[config.mk]
export PLATFORM = sky130hd
export DESIGN_NAME = interpo_lut_engine
export DESIGN_NICKNAME = d
export VERILOG_FILES = /design/src/rtl/interpo_lut_engine.sv
export SDC_FILE = /design/constraint.sdc
export NUM_CORES = 1
export LEC_CHECK = 0
export CAP_MARGIN = 10
export CORE_MARGIN = 10
export CORE_UTILIZATION = 44
export CTS_BUF_LIST = sky130_fd_sc_hd__clkbuf_8
export CTS_CLUSTER_SIZE = 25
export DETAILED_ROUTE_END_ITERATION = 10
export GPL_ROUTABILITY_DRIVEN = 0
export SLEW_MARGIN = 20
export SYNTH_ARGS = -nofsm -noshare
export SYNTH_HDL_FRONTEND = slang
export SYNTH_SLANG_ARGS = --single-unit
[constraint.sdc]
create_clock -name clk -period 11.2 [get_ports clk]
set_clock_uncertainty 0.05 [all_clocks]
set_input_delay 1.12 -clock clk [delete_from_list [all_inputs] [get_ports clk]]
set_output_delay 1.12 -clock clk [all_outputs]
set_load 0.05 [all_outputs]
[src/rtl/interpo_lut_engine.sv]
// Piecewise-linear interpolator over a 32-entry signed table held in an external
// dual-port RAM. A 16-bit unsigned sample selects a table segment (upper ADDR_W
// bits) and a position within it (lower FRAC_W bits). The block reads both
// segment endpoints through the RAM read port and emits the rounded linear blend.
//
// Ports:
//   clk               system clock, shared with the RAM read port
//   reset             synchronous, active-high
//   in_valid_i        input sample valid
//   in_ready_o        block can accept a sample (only when idle)
//   in_data_i         unsigned sample: [15:11] table index, [10:0] fraction
//   out_valid_o       result valid, held until out_ready_i
//   out_ready_i       downstream accepts result
//   out_data_o        signed interpolated result
//   mem_address_o     RAM read address (registered inside the RAM)
//   mem_chipselect_o  RAM read enable
//   mem_write_o       RAM write enable, tied low
//   mem_readdata_i    RAM read data, one cycle after address; low SAMPLE_W bits used
module interpo_lut_engine #(
  parameter int unsigned ADDR_W    = 5,
  parameter int unsigned SAMPLE_W  = 16,
  parameter bit          WRAP_LAST = 1'b0
) (
  input  logic                clk,
  input  logic                reset,
  input  logic                in_valid_i,
  output logic                in_ready_o,
  input  logic [SAMPLE_W-1:0] in_data_i,
  output logic                out_valid_o,
  input  logic                out_ready_i,
  output logic [SAMPLE_W-1:0] out_data_o,
  output logic [ADDR_W-1:0]   mem_address_o,
  output logic                mem_chipselect_o,
  output logic                mem_write_o,
  input  logic [31:0]         mem_readdata_i
);

  localparam int unsigned FRAC_W = SAMPLE_W - ADDR_W;
  // diff is SAMPLE_W+1 bits, zero-extended frac is FRAC_W+1 bits
  localparam int unsigned PROD_W = SAMPLE_W + FRAC_W + 2;
  localparam logic [PROD_W-1:0] RoundHalf =
    {{(PROD_W - FRAC_W){1'b0}}, 1'b1, {(FRAC_W - 1){1'b0}}};

  typedef enum logic [2:0] {StIdle, StRd0, StRd1, StCalc, StOut} state_e;

  state_e              state_q, state_d;
  logic [ADDR_W-1:0]   idx_q, idx_d;
  logic [FRAC_W-1:0]   frac_q, frac_d;
  logic [SAMPLE_W-1:0] y0_q, y0_d;
  logic [SAMPLE_W-1:0] out_data_q, out_data_d;

  // Address of the upper segment endpoint; the last entry either clamps to
  // itself or wraps to entry 0 for periodic tables.
  logic [ADDR_W-1:0] idx_next;
  always_comb begin
    if (idx_q == {ADDR_W{1'b1}}) begin
      idx_next = WRAP_LAST ? '0 : idx_q;
    end else begin
      idx_next = idx_q + ADDR_W'(1);
    end
  end

  // Interpolation datapath, consumed in StCalc when y1 is on the read bus.
  logic signed [SAMPLE_W-1:0] y1_s;
  logic signed [SAMPLE_W:0]   diff;
  logic signed [FRAC_W:0]     frac_s;
  logic signed [PROD_W-1:0]   prod;
  logic signed [PROD_W-1:0]   prod_rnd;
  logic signed [PROD_W-1:0]   delta;
  logic [SAMPLE_W-1:0]        interp;

  assign y1_s     = mem_readdata_i[SAMPLE_W-1:0];
  assign diff     = {y1_s[SAMPLE_W-1], y1_s} - {y0_q[SAMPLE_W-1], y0_q};
  assign frac_s   = {1'b0, frac_q};
  assign prod     = diff * frac_s;
  assign prod_rnd = prod + $signed(RoundHalf);
  // Arithmetic shift floors, so with the +half bias ties round upward.
  assign delta    = prod_rnd >>> FRAC_W;
  // |delta| <= |diff|, so the sum stays between y0 and y1 and cannot overflow.
  assign interp   = y0_q + delta[SAMPLE_W-1:0];

  logic unused_bits;
  assign unused_bits = ^{mem_readdata_i[31:SAMPLE_W], delta[PROD_W-1:SAMPLE_W]};

  always_comb begin
    state_d          = state_q;
    idx_d            = idx_q;
    frac_d           = frac_q;
    y0_d             = y0_q;
    out_data_d       = out_data_q;
    in_ready_o       = 1'b0;
    out_valid_o      = 1'b0;
    mem_chipselect_o = 1'b0;
    mem_address_o    = '0;
    unique case (state_q)
      StIdle: begin
        in_ready_o = 1'b1;
        if (in_valid_i) begin
          idx_d   = in_data_i[SAMPLE_W-1:FRAC_W];
          frac_d  = in_data_i[FRAC_W-1:0];
          state_d = StRd0;
        end
      end
      StRd0: begin
        mem_chipselect_o = 1'b1;
        mem_address_o    = idx_q;
        state_d          = StRd1;
      end
      StRd1: begin
        mem_chipselect_o = 1'b1;
        mem_address_o    = idx_next;
        y0_d             = mem_readdata_i[SAMPLE_W-1:0];
        state_d          = StCalc;
      end
      StCalc: begin
        out_data_d = interp;
        state_d    = StOut;
      end
      StOut: begin
        out_valid_o = 1'b1;
        if (out_ready_i) begin
          state_d = StIdle;
        end
      end
      default: state_d = StIdle;
    endcase
  end

  always_ff @(posedge clk) begin
    if (reset) begin
      state_q    <= StIdle;
      idx_q      <= '0;
      frac_q     <= '0;
      y0_q       <= '0;
      out_data_q <= '0;
    end else begin
      state_q    <= state_d;
      idx_q      <= idx_d;
      frac_q     <= frac_d;
      y0_q       <= y0_d;
      out_data_q <= out_data_d;
    end
  end

  assign out_data_o  = out_data_q;
  assign mem_write_o = 1'b0;

endmodule

# --- After elaboration in Yosys (flattened, before gate mapping) ---
# Cells that the tools add are included.
totals:
  regBits: 51
  inputBits: 52
  output_inout_bits: 25
  word_cells: 29
op_classes:
  add_sub_neg: 4
  mul: 1
  eq_ne: 7
  n_mux: 8
  n_reduce_logical: 4
op_table:
  columns: ["op", "n"]
  rows:
  - ["adder 27 x 12 -> 27 bit (second input constant)", 1]
  - ["multiplier 17 x 12 -> 27 bit", 1]
  - ["subtractor 16 x 16 -> 17 bit", 1]
  - ["adder 16 bit", 1]
  - ["case mux 3 bit (5 select lines)", 1]
  - ["case mux 5 bit (2 select lines)", 1]
  - ["equality test 3 x 2 -> 1 bit (second input constant)", 2]
  - ["2-to-1 mux 3 bit", 2]
  - ["adder 5 x 1 -> 5 bit (second input constant)", 1]
  - ["equality test 5 bit (second input constant)", 1]
  - ["2-to-1 mux 5 bit", 1]
  - ["inequality test 2 bit (second input constant)", 2]
  - ["AND reduction 2 bit", 2]
  - ["equality test 3 x 1 -> 1 bit (second input constant)", 1]
  - ["equality test 3 bit (second input constant)", 1]
  - ["zero test 3 bit", 1]
  - ["2-to-1 mux 1 bit", 3]
  - ["OR reduction 2 bit", 1]

# --- Longest topological paths before layout ---
# Gate-level depths: netlist of run 1.
logic_depth:
  depth_word: 4
  ltp_mapped: 40
  ltp_nobuf: 39

# --- Worst setup path after synthesis of run 1 ---
# OpenSTA, ideal clock, no wires.
synth_timing:
  path_type: "in2reg"
  start: "input mem_readdata_i[0]"
  end: "register out_data_q[15], in the netlist out_data_o[15]"
  setup_ps: 65
  t_arrival_ps: 9027
  required_time_ps: 11085
  setup_slack_ps: 2058
  stages: 37
  path_buffers: 1
  path_cell_list: "inv_1 > ha_1 > fa_1 > nor2b_1 > o31ai_4 > a21oi_1 > o21a_1 > nor2_1 > xnor2_1 > clkbuf_1 > and2_1 > fa_1 > inv_1 > fa_1 > fa_1 > inv_1 > fa_1 > inv_1 > fa_1 > inv_1 > ha_1 > a2111oi_4 > o311a_1 > nor2_1 > a21oi_1 > o21bai_1 > a311o_1 > xor2_1 > ha_1 > or4_1 > o22a_2 > a211oi_2 > nor3_1 > a31oi_1 > xor3_1 > o21a_1 > nor2_1"
synth_between:
  elab_chain_cells: 4
synth_lines:
  columns: ["element", "line", "rtl"]
  rows:
  - ["start, declared", "35", "input logic [31:0] mem_readdata_i"]
  - ["subtractor 16 x 16 -> 17 bit", "73", "assign diff = {y1_s[SAMPLE_W-1], y1_s} - {y0_q[SAMPLE_W-1], y0_q};"]
  - ["multiplier 17 x 12 -> 27 bit", "75", "assign prod = diff * frac_s;"]
  - ["adder 27 x 12 -> 27 bit", "76", "assign prod_rnd = prod + $signed(RoundHalf);"]
  - ["adder 16 bit", "80", "assign interp = y0_q + delta[SAMPLE_W-1:0];"]
  - ["end signal, assigned", "141", "out_data_q <= out_data_d;"]
  - ["end, declared", "50", "logic [SAMPLE_W-1:0] out_data_q, out_data_d;"]
# No other way between the ends.
# A chain may end at the register's enable or synchronous reset.

# --- Worst setup path in the final report of run 1 ---
# Ends and elaborated chain as after synthesis.

==> results of run 1 <==
-- registers in the layout (all words and copies together) (netlist names) --
name        count
frac_q         11
idx_q           5
out_data_o     16
state_q         3
y0_q           16
-- kinds of logic (layout without fill, tap and decap cells) --
group | after synthesis | count (layout) | share of synthesized area
AOI/OAI and AO/OA | 145 | 145 | 0.0971
and+or+nand+nor | 393 | 393 | 0.190
xor gates and xnor gates | 48 | 48 | 0.0439
buffers and inverters | 282 | 315 | 0.108
adders and majority gates | 265 | 265 | 0.458
other | 1 | 1 | 0.000378
DFF | 51 | 51 | 0.103
-- path summary, 6_finish.rpt --
check,endpoint,slack (ns),cells past startpoint
max reg2reg,out_data_o[15],1.87,38
min reg2reg,out_data_o[4],0.41,2
min,out_data_o[4],0.41,2
max,out_data_o[15],1.12,37
-- power breakdown --
group	switching [uW]	internal (uW)	leakage [uW]
clock	71.1	46.5	0.0000467
combinational	634	447	0.00469
sequential	23.7	192	0.000415
total	729	685	0.00516
-- cell usage in the layout (no fill, tap or decap), types with 4 or more instances in the layout --
cell / Yosys / final
dfxtp_1: 51 / 51
o21ai_0: 15 / 15
buf_4: 1 / 17
a21oi_1: 72 / 72
nand3_1: 7 / 7
and2_1: 77 / 77
o21bai_1: 5 / 5
nor3_1: 13 / 13
nor2b_1: 17 / 17
and3b_1: 8 / 8
inv_1: 231 / 231
nand3b_1: 4 / 4
xor2_1: 9 / 9
xnor2_1: 38 / 38
a211oi_1: 8 / 8
o21a_1: 8 / 8
nand2_1: 192 / 192
fa_1: 163 / 163
clkbuf_8: 0 / 5
nand2b_1: 15 / 15
nor2_1: 41 / 41
clkdlybuf4s50_1: 0 / 58
a21o_1: 5 / 5
ha_1: 102 / 102
-- per-stage QoR --
stage	total power [uW]	instance area, um^2	setup WS (ns)
3_5_place_dp	1300	10800	0.681
2_1_floorplan	1020	9920	2.06
3_3_place_gp	1300	10800	0.757
6_report	1410	10900	1.12
5_1_grt	1590	10900	0.490
4_1_cts	1440	10900	1.03
-- per-layer routing --
metal / wire, um / vias to the layer above / GRT usage
li1: - / 3706 / -
met5: 0 / - / 0
met2: 10800 / 105 / 0.283
met3: 831 / 17 / 0.0192
met4: 214 / 0 / 0.0229
met1: 11200 / 3670 / 0.236
-- worst max-delay path, delay by kind of cell --
kind                     cells  cell delay, ns
XOR/XNOR                     3            0.96
adder cells (fa/ha/maj)      9            3.46
AND/OR/NAND/NOR              7            1.23
AO/OA/AOI/OAI               12            2.75
buffers and inverters        6            0.78
-- cell type report --
cell class	instances	share of cell area
timing repair buffer	76	0.0656
clock buffer	5	0.00633
clock inverter	3	0.00253
sequential	51	0.0939
tap	280	0.0322
multi-input combinational	852	0.720
inverter	231	0.0797
==> flow_summary.ini, run 1 <==
[clock_network]
cts_resized = 0
cts_buffers = 5
clkTransAtPathRegs_ns = 0.11
clock_sinks = 51
cts-root-buf = clkbuf_8
clock_path_buffers = 2
clk-insertion-delay-late_ns = 0.32
post-cts-setup-buffers = 0
holdBufCountCts = 0
htreeDepth = 2
cts_tree = built

[synthesis]
synth.most_common_cell = inv_1
synth.distinct_cells = 65
netlist_area_mm2 = 0.00992
yosysTopAreaCell = fa_1
netlist.area_leader.share = 0.329
synthTopCellsByArea = fa_1 33%, ha_1 13%, dfxtp_1 10%
synthArstFlopShare = 0
synth-edff-count = 0
syn_avg_cell_area_um2 = 8.37
synth_common_cells = 231 x inv_1, 192 x nand2_1, 163 x fa_1
ys_seq_elements = 51
seq_area_frac_synth = 0.103
synthFlopType = dfxtp_1
synthCells = 1185
yosysWarnings = 0
synthesis.nets = 1502

[sta]
setup-tns-final_ns = 0
fin_crit_ns = 10.08
fin_crit_sh = 0.900
hold_violations = 0
worst_pin_slew_ns = 0.955
max_slew_margin = 0.363
rsz0062_at_grt = no
slew_violations = 0
worst_hold_slack_ns = 0.413
setup_violations = 0
fmax_mhz = 99.2

[grt]
grt_pass1_vias = 8009
antenna_found_initial = 0
globalRouteTotalUtil = 0.169
grt_pass1_wl_um = 40300
grt_overflow_total = 0
grt_max_degree = 52

[route]
drt_iter0_markers = 259
routed_wl_um = 23000
vias_per_cell = 5.01
ant_nets = 0
via_count = 7498
dr.pass1.iters = 5
drc = 0
wl_per_cell_um = 15.4

[placement]
dp_hpwl_um = 19200
dp_cells = 1490
portBuffers = 59

[floorplanning]
core_area_mm2 = 0.0220
ioPinCount = 77
die_area_mm2 = 0.0289
die_width_um = 170
die_height_um = 170
rows = 54
start_util = 0.450

[cells_and_area]
ff_latch_area_mm2 = 0.00102
n_fill_cell = 2213
final_core_util = 0.494
antenna_cells = 0
drive_above_1_share = 0.0320
multiInputGateArea_mm2 = 0.00783
fin_nets = 1534
area_growth_pct = 9.68
fin_cells = 1498

[setup_path]
start_kind = input port
r2r_start = y0_q[1]
crit_path_max_fanout = 5
worstPathArrival_ns = 10.29
endpoint_kind = flip-flop
cpPeakStageDelay_ns = 0.53
crit_type = in -> reg
crit_slowest_cell = fa_1
startpoint = mem_readdata_i[0]
required_ns = 11.41
crit_top_cell = fa_1

[power_and_ir_drop]
p_leak_uw = 0.00516
powerDensity_mw_per_mm2 = 130
vdd_drop_max_v = 0.0000856

[flow_run]
maxCapViolCount = 0

[status]
outcome = completed

[min_path]
hp-start = out_data_o[4]
hold_class = reg -> reg
Power figures use the tool's default switching activity.
==> inputs of run 2 (changes only) <==
--- a/config.mk
+++ b/config.mk
@@ -12,6 +12,7 @@
 export CTS_CLUSTER_SIZE = 25
 export DETAILED_ROUTE_END_ITERATION = 10
 export GPL_ROUTABILITY_DRIVEN = 0
+export PLACE_DENSITY = 0.65
 export SLEW_MARGIN = 20
 export SYNTH_ARGS = -nofsm -noshare
 export SYNTH_HDL_FRONTEND = slang
==> constraint.sdc (replaced) <==
create_clock -name clk -period 8.6 [get_ports clk]
set_clock_uncertainty 0.05 [all_clocks]
set_input_delay 0.86 -clock clk [delete_from_list [all_inputs] [get_ports clk]]
set_output_delay 0.86 -clock clk [all_outputs]
set_load 0.05 [all_outputs]
==> flow_summary.ini, run 2 (synthesis gave the netlist of run 1 again) <==
[status]
outcome = completed

[route]
dr.pass1.iters = 5
vias_per_cell = 4.94
drc = 0
routed_wl_um = 25300
drt_iter0_markers = 310
via_count = 8298
ant_nets = 0
wl_per_cell_um = 15.1

[floorplanning]
ioPinCount = 77
rows = 54
core_area_mm2 = 0.0220
die_area_mm2 = 0.0289
die_height_um = 170
start_util = 0.450
die_width_um = 170

[flow_run]
maxCapViolCount = 0

[sta]
rsz0062_at_grt = yes
finalWorstSetupSlack_ns = 0.123
setup_violations = 0
fmax_mhz = 118
fin_crit_sh = 0.986
worst_pin_slew_ns = 0.976
worst_hold_slack_ns = 0.416
hold_violations = 0
slew_violations = 0
fin_crit_ns = 8.48
max_slew_margin = 0.349

[grt]
grt_pass1_wl_um = 43600
antenna_found_initial = 0
grt_max_degree = 52
grt_overflow_total = 0
globalRouteTotalUtil = 0.182
grt_pass1_vias = 9001

[clock_network]
holdBufCountCts = 0
cts-root-buf = clkbuf_8
htreeDepth = 2
clock_sinks = 51
clkTransAtPathRegs_ns = 0.10
clk-insertion-delay-late_ns = 0.31
cts_buffers = 5
cts_tree = built
clock_path_buffers = 2

[placement]
dpl_cell_area_mm2 = 0.0119
portBuffers = 59
dp_hpwl_um = 20300
pre_cts_ws_ns = -0.856

[cells_and_area]
drive_above_1_share = 0.233
final_cell_mix = 223 x inv_1, 196 x buf_4, 190 x nand2_1
n_fill_cell = 1901
layout_commonest_cell = inv_1
fin_nets = 1717
area_growth_pct = 30.7
fin_area_mm2 = 0.0130
antenna_cells = 0

[setup_path]
worstPathArrival_ns = 8.68
crit_slowest_cell = or4_4
required_ns = 8.80
start_kind = input port
cpPeakStageDelay_ns = 0.55
endpoint_kind = flip-flop
crit_path_max_fanout = 4
crit_type = in -> reg

[power_and_ir_drop]
p_leak_uw = 0.00617
vdd_drop_max_v = 0.000134
powerDensity_mw_per_mm2 = 194

[min_path]
hold_class = reg -> reg
run 2: cell types whose count changed in the layout (fill, tap and decap cells not counted), sizes merged:
cell | previous run | this run
buf | 18 | 203
clkdlybuf4s50 | 58 | 48
dlygate4sd2 | 0 | 4
clkinv | 0 | 2
dlymetal6s2s | 0 | 2
clkbuf | 5 | 6
clkdlybuf4s15 | 0 | 1
clkinvlp | 1 | 0
inv | 233 | 232
run 2: through the flow:
stage               utilization  TNS [ns]  cells  total power, uW
detailed placement        0.538     -6.26   1629             2020
floorplan                     -         0   1185             1340
global route              0.588    -0.525   1681             2760
global placement          0.538     -5.36   1629             2010
CTS                       0.572         0   1672             2360
finish                    0.588         0   1681             2510
run 2: metal layers:
layer	vias up	routed length (um)	track usage
li1	4069	-	-
met1	4074	11700	0.243
met2	126	12100	0.305
met3	29	986	0.0243
met4	0	584	0.0423
met5	-	0	0
run 2: report_power, final:
group	switching, uW	internal, uW	total [uW]
combinational	1040	1050	2090
sequential	27.7	250	278
clock	86.1	57.5	144
run 2: path summary, 6_finish.rpt:
check | start | cells past startpoint | slack [ns] | endpoint
setup reg to reg | y0_q[0] | 37 | 0.34 | out_data_o[15]
setup / recovery | mem_readdata_i[3] | 37 | 0.12 | out_data_o[15]
hold reg to reg | out_data_o[1] | 2 | 0.42 | out_data_o[1]
hold / removal | out_data_o[1] | 2 | 0.42 | out_data_o[1]
run 2: layout make-up:
class                   count  area, um^2  share of cell area
clock buffers               5        68.8             0.00531
clock inverters             3        18.8             0.00145
inverters                 231         867              0.0669
multi-input cells         852        8520               0.658
flip-flops and latches     51        1020              0.0788
well taps                 280         350              0.0270
repair buffers            259        2110               0.163
run 2: critical path, delay by kind of cell:
kind / cells / cell delay (ns)
and+or+nand+nor: 7 / 1.53
buffers and inverters: 11 / 1.20
xor gates and xnor gates: 3 / 0.86
adders and majority gates: 8 / 2.82
AOI/OAI and AO/OA: 8 / 1.39
run 2: timing repair:
item / CTS / global route
endpoints found under the setup margin: 9 / 11
gates resized for setup: 86 / 63
pin swaps: 85 / 58
buffers inserted: 35 / 9
==> inputs of run 3 (changes only) <==
--- a/config.mk
+++ b/config.mk
@@ -5,6 +5,7 @@
 export SDC_FILE = /design/constraint.sdc
 export NUM_CORES = 1
 export LEC_CHECK = 0
+export ABC_AREA = 0
 export CAP_MARGIN = 10
 export CORE_MARGIN = 10
 export CORE_UTILIZATION = 44
@@ -12,6 +13,7 @@
 export CTS_CLUSTER_SIZE = 25
 export DETAILED_ROUTE_END_ITERATION = 10
 export GPL_ROUTABILITY_DRIVEN = 0
+export GPL_TIMING_DRIVEN = 0
 export PLACE_DENSITY = 0.65
 export SLEW_MARGIN = 20
 export SYNTH_ARGS = -nofsm -noshare
==> flow_summary.ini, run 3 (synthesis gave the netlist of run 1 again) <==
[status]
outcome = finished with violations
violations = setup timing

[sta]
setup-tns-final_ns = -0.885
finalWorstSetupSlack_ns = -0.288
hold_violations = 0
rsz0062_at_grt = yes
fin_crit_ns = 8.89
slew_violations = 0
fin_crit_sh = 1.03
max_slew_margin = 0.518
fmax_mhz = 113
worst_pin_slew_ns = 0.724
setup_violations = 7

[setup_path]
crit_type = in -> reg
reg2reg_slack_ns = -0.17
crit_path_max_fanout = 4
required_ns = 8.80
start_kind = input port
cpPeakStageDelay_ns = 0.55
r2r_start = y0_q[1]
worstPathArrival_ns = 9.09
startpoint = mem_readdata_i[0]
endpoint_kind = flip-flop
reg2reg_depth = 38
crit_slowest_cell = fa_1
crit_top_cell = fa_1

[power_and_ir_drop]
p_clk_frac = 0.094
pwr-share-seq = 0.120
vdd_drop_max_v = 0.000130
netSwitchingPower_uw = 1090
cell_internal_pwr_uw = 1140
p_leak_uw = 0.00561
combPwrFrac = 0.787
powerDensity_mw_per_mm2 = 184
p_sw_frac = 0.489

[floorplanning]
core_area_mm2 = 0.0220
die_height_um = 170
die_area_mm2 = 0.0289
ioPinCount = 77
die_width_um = 170
start_util = 0.450
rows = 54

[route]
wl_per_cell_um = 16.3
routed_wl_um = 25900
drc = 0
ant_nets = 0
drt_iter0_markers = 467
vias_per_cell = 5.02
via_count = 7990
dr.pass1.iters = 5

[grt]
globalRouteTotalUtil = 0.185
antenna_found_initial = 1
grt_pass1_vias = 8406
grt_overflow_total = 0
grt_max_degree = 18
grt_pass1_wl_um = 43300

[cells_and_area]
antenna_cells = 0
final_core_util = 0.549
area_growth_pct = 21.8
fin_nets = 1628
layout_commonest_cell = inv_1
drive_above_1_share = 0.140
final_cell_mix = 226 x inv_1, 190 x nand2_1, 161 x fa_1
n_fill_cell = 2013

[clock_network]
clock_path_buffers = 2
cts-root-buf = clkbuf_8
cts_buffers = 5
holdBufCountCts = 0
clock_sinks = 51
cts_tree = built
clkTransAtPathRegs_ns = 0.10
clk-insertion-delay-late_ns = 0.32
htreeDepth = 2

[placement]
dp_hpwl_um = 20200
portBuffers = 58

[min_path]
hp-start = out_data_o[10]
min_path_cells = 2
hold_class = reg -> reg

[flow_run]
maxCapViolCount = 0
[run 3: changes by cell type in the layout (fill, tap and decap cells not counted), sizes merged]
cell,before,now
clkbuf,6,50
buf,203,70
bufinv,0,2
dlymetal6s2s,2,0
dlygate4sd2,4,6
clkinv,2,0
[run 3: worst paths after layout]
kind                          to
setup reg to reg  out_data_o[15]
setup / recovery  out_data_o[15]
hold / removal    out_data_o[10]
hold reg to reg   out_data_o[10]
[run 3: power groups by stage]
stage	sequential, uW	combinational [uW]	clock [uW]
floorplan	279	1060	0
global placement	271	1420	0
detailed placement	271	1430	0
CTS	266	1650	210
global route	268	1940	218
finish	266	1750	208
[run 3: stage by stage]
stage | total power, uW | hold slack (ns) | std cells | area, um^2 | worst slack (ns)
floorplan | 1340 | 0.404 | 1185 | 9940 | 0.0490
global placement | 1690 | 0.393 | 1523 | 10900 | -1.48
detailed placement | 1700 | 0.395 | 1523 | 10900 | -1.51
CTS | 2120 | 0.413 | 1579 | 11900 | -0.336
global route | 2430 | 0.446 | 1592 | 12100 | -0.599
finish | 2220 | 0.415 | 1592 | 12100 | -0.288
[run 3: routing by layer]
layer / up-vias / global-route usage / routed length (um)
met5: - / 0 / 0
met3: 30 / 0.0243 / 1050
met1: 3908 / 0.245 / 11700
li1: 3891 / - / -
met4: 0 / 0.0378 / 483
met2: 161 / 0.315 / 12700
[run 3: layout make-up]
cell class	instances	area, um^2	share of cell area
buffer	51	278	0.0230
clock inverter	3	71.3	0.00590
sequential	51	1020	0.0846
multi-input combinational	852	8350	0.691
clock buffer	5	68.8	0.00570
timing repair buffer	119	1070	0.0889
inverter	231	870	0.0720
tap	280	350	0.0290
[run 3: timing repair]
item	4_1_cts	5_1_grt
pin swaps	76	52
setup buffers	47	14
endpoints found under the setup margin	12	10
cloned	1	0
resized for setup	128	29
[run 3: critical path, delay by kind of cell]
kind / cells / cell delay (ns)
buf+inv: 8 / 0.61
simple gates: 8 / 0.97
xor+xnor: 3 / 0.61
fa+ha+maj: 9 / 3.55
compound gates: 12 / 2.48
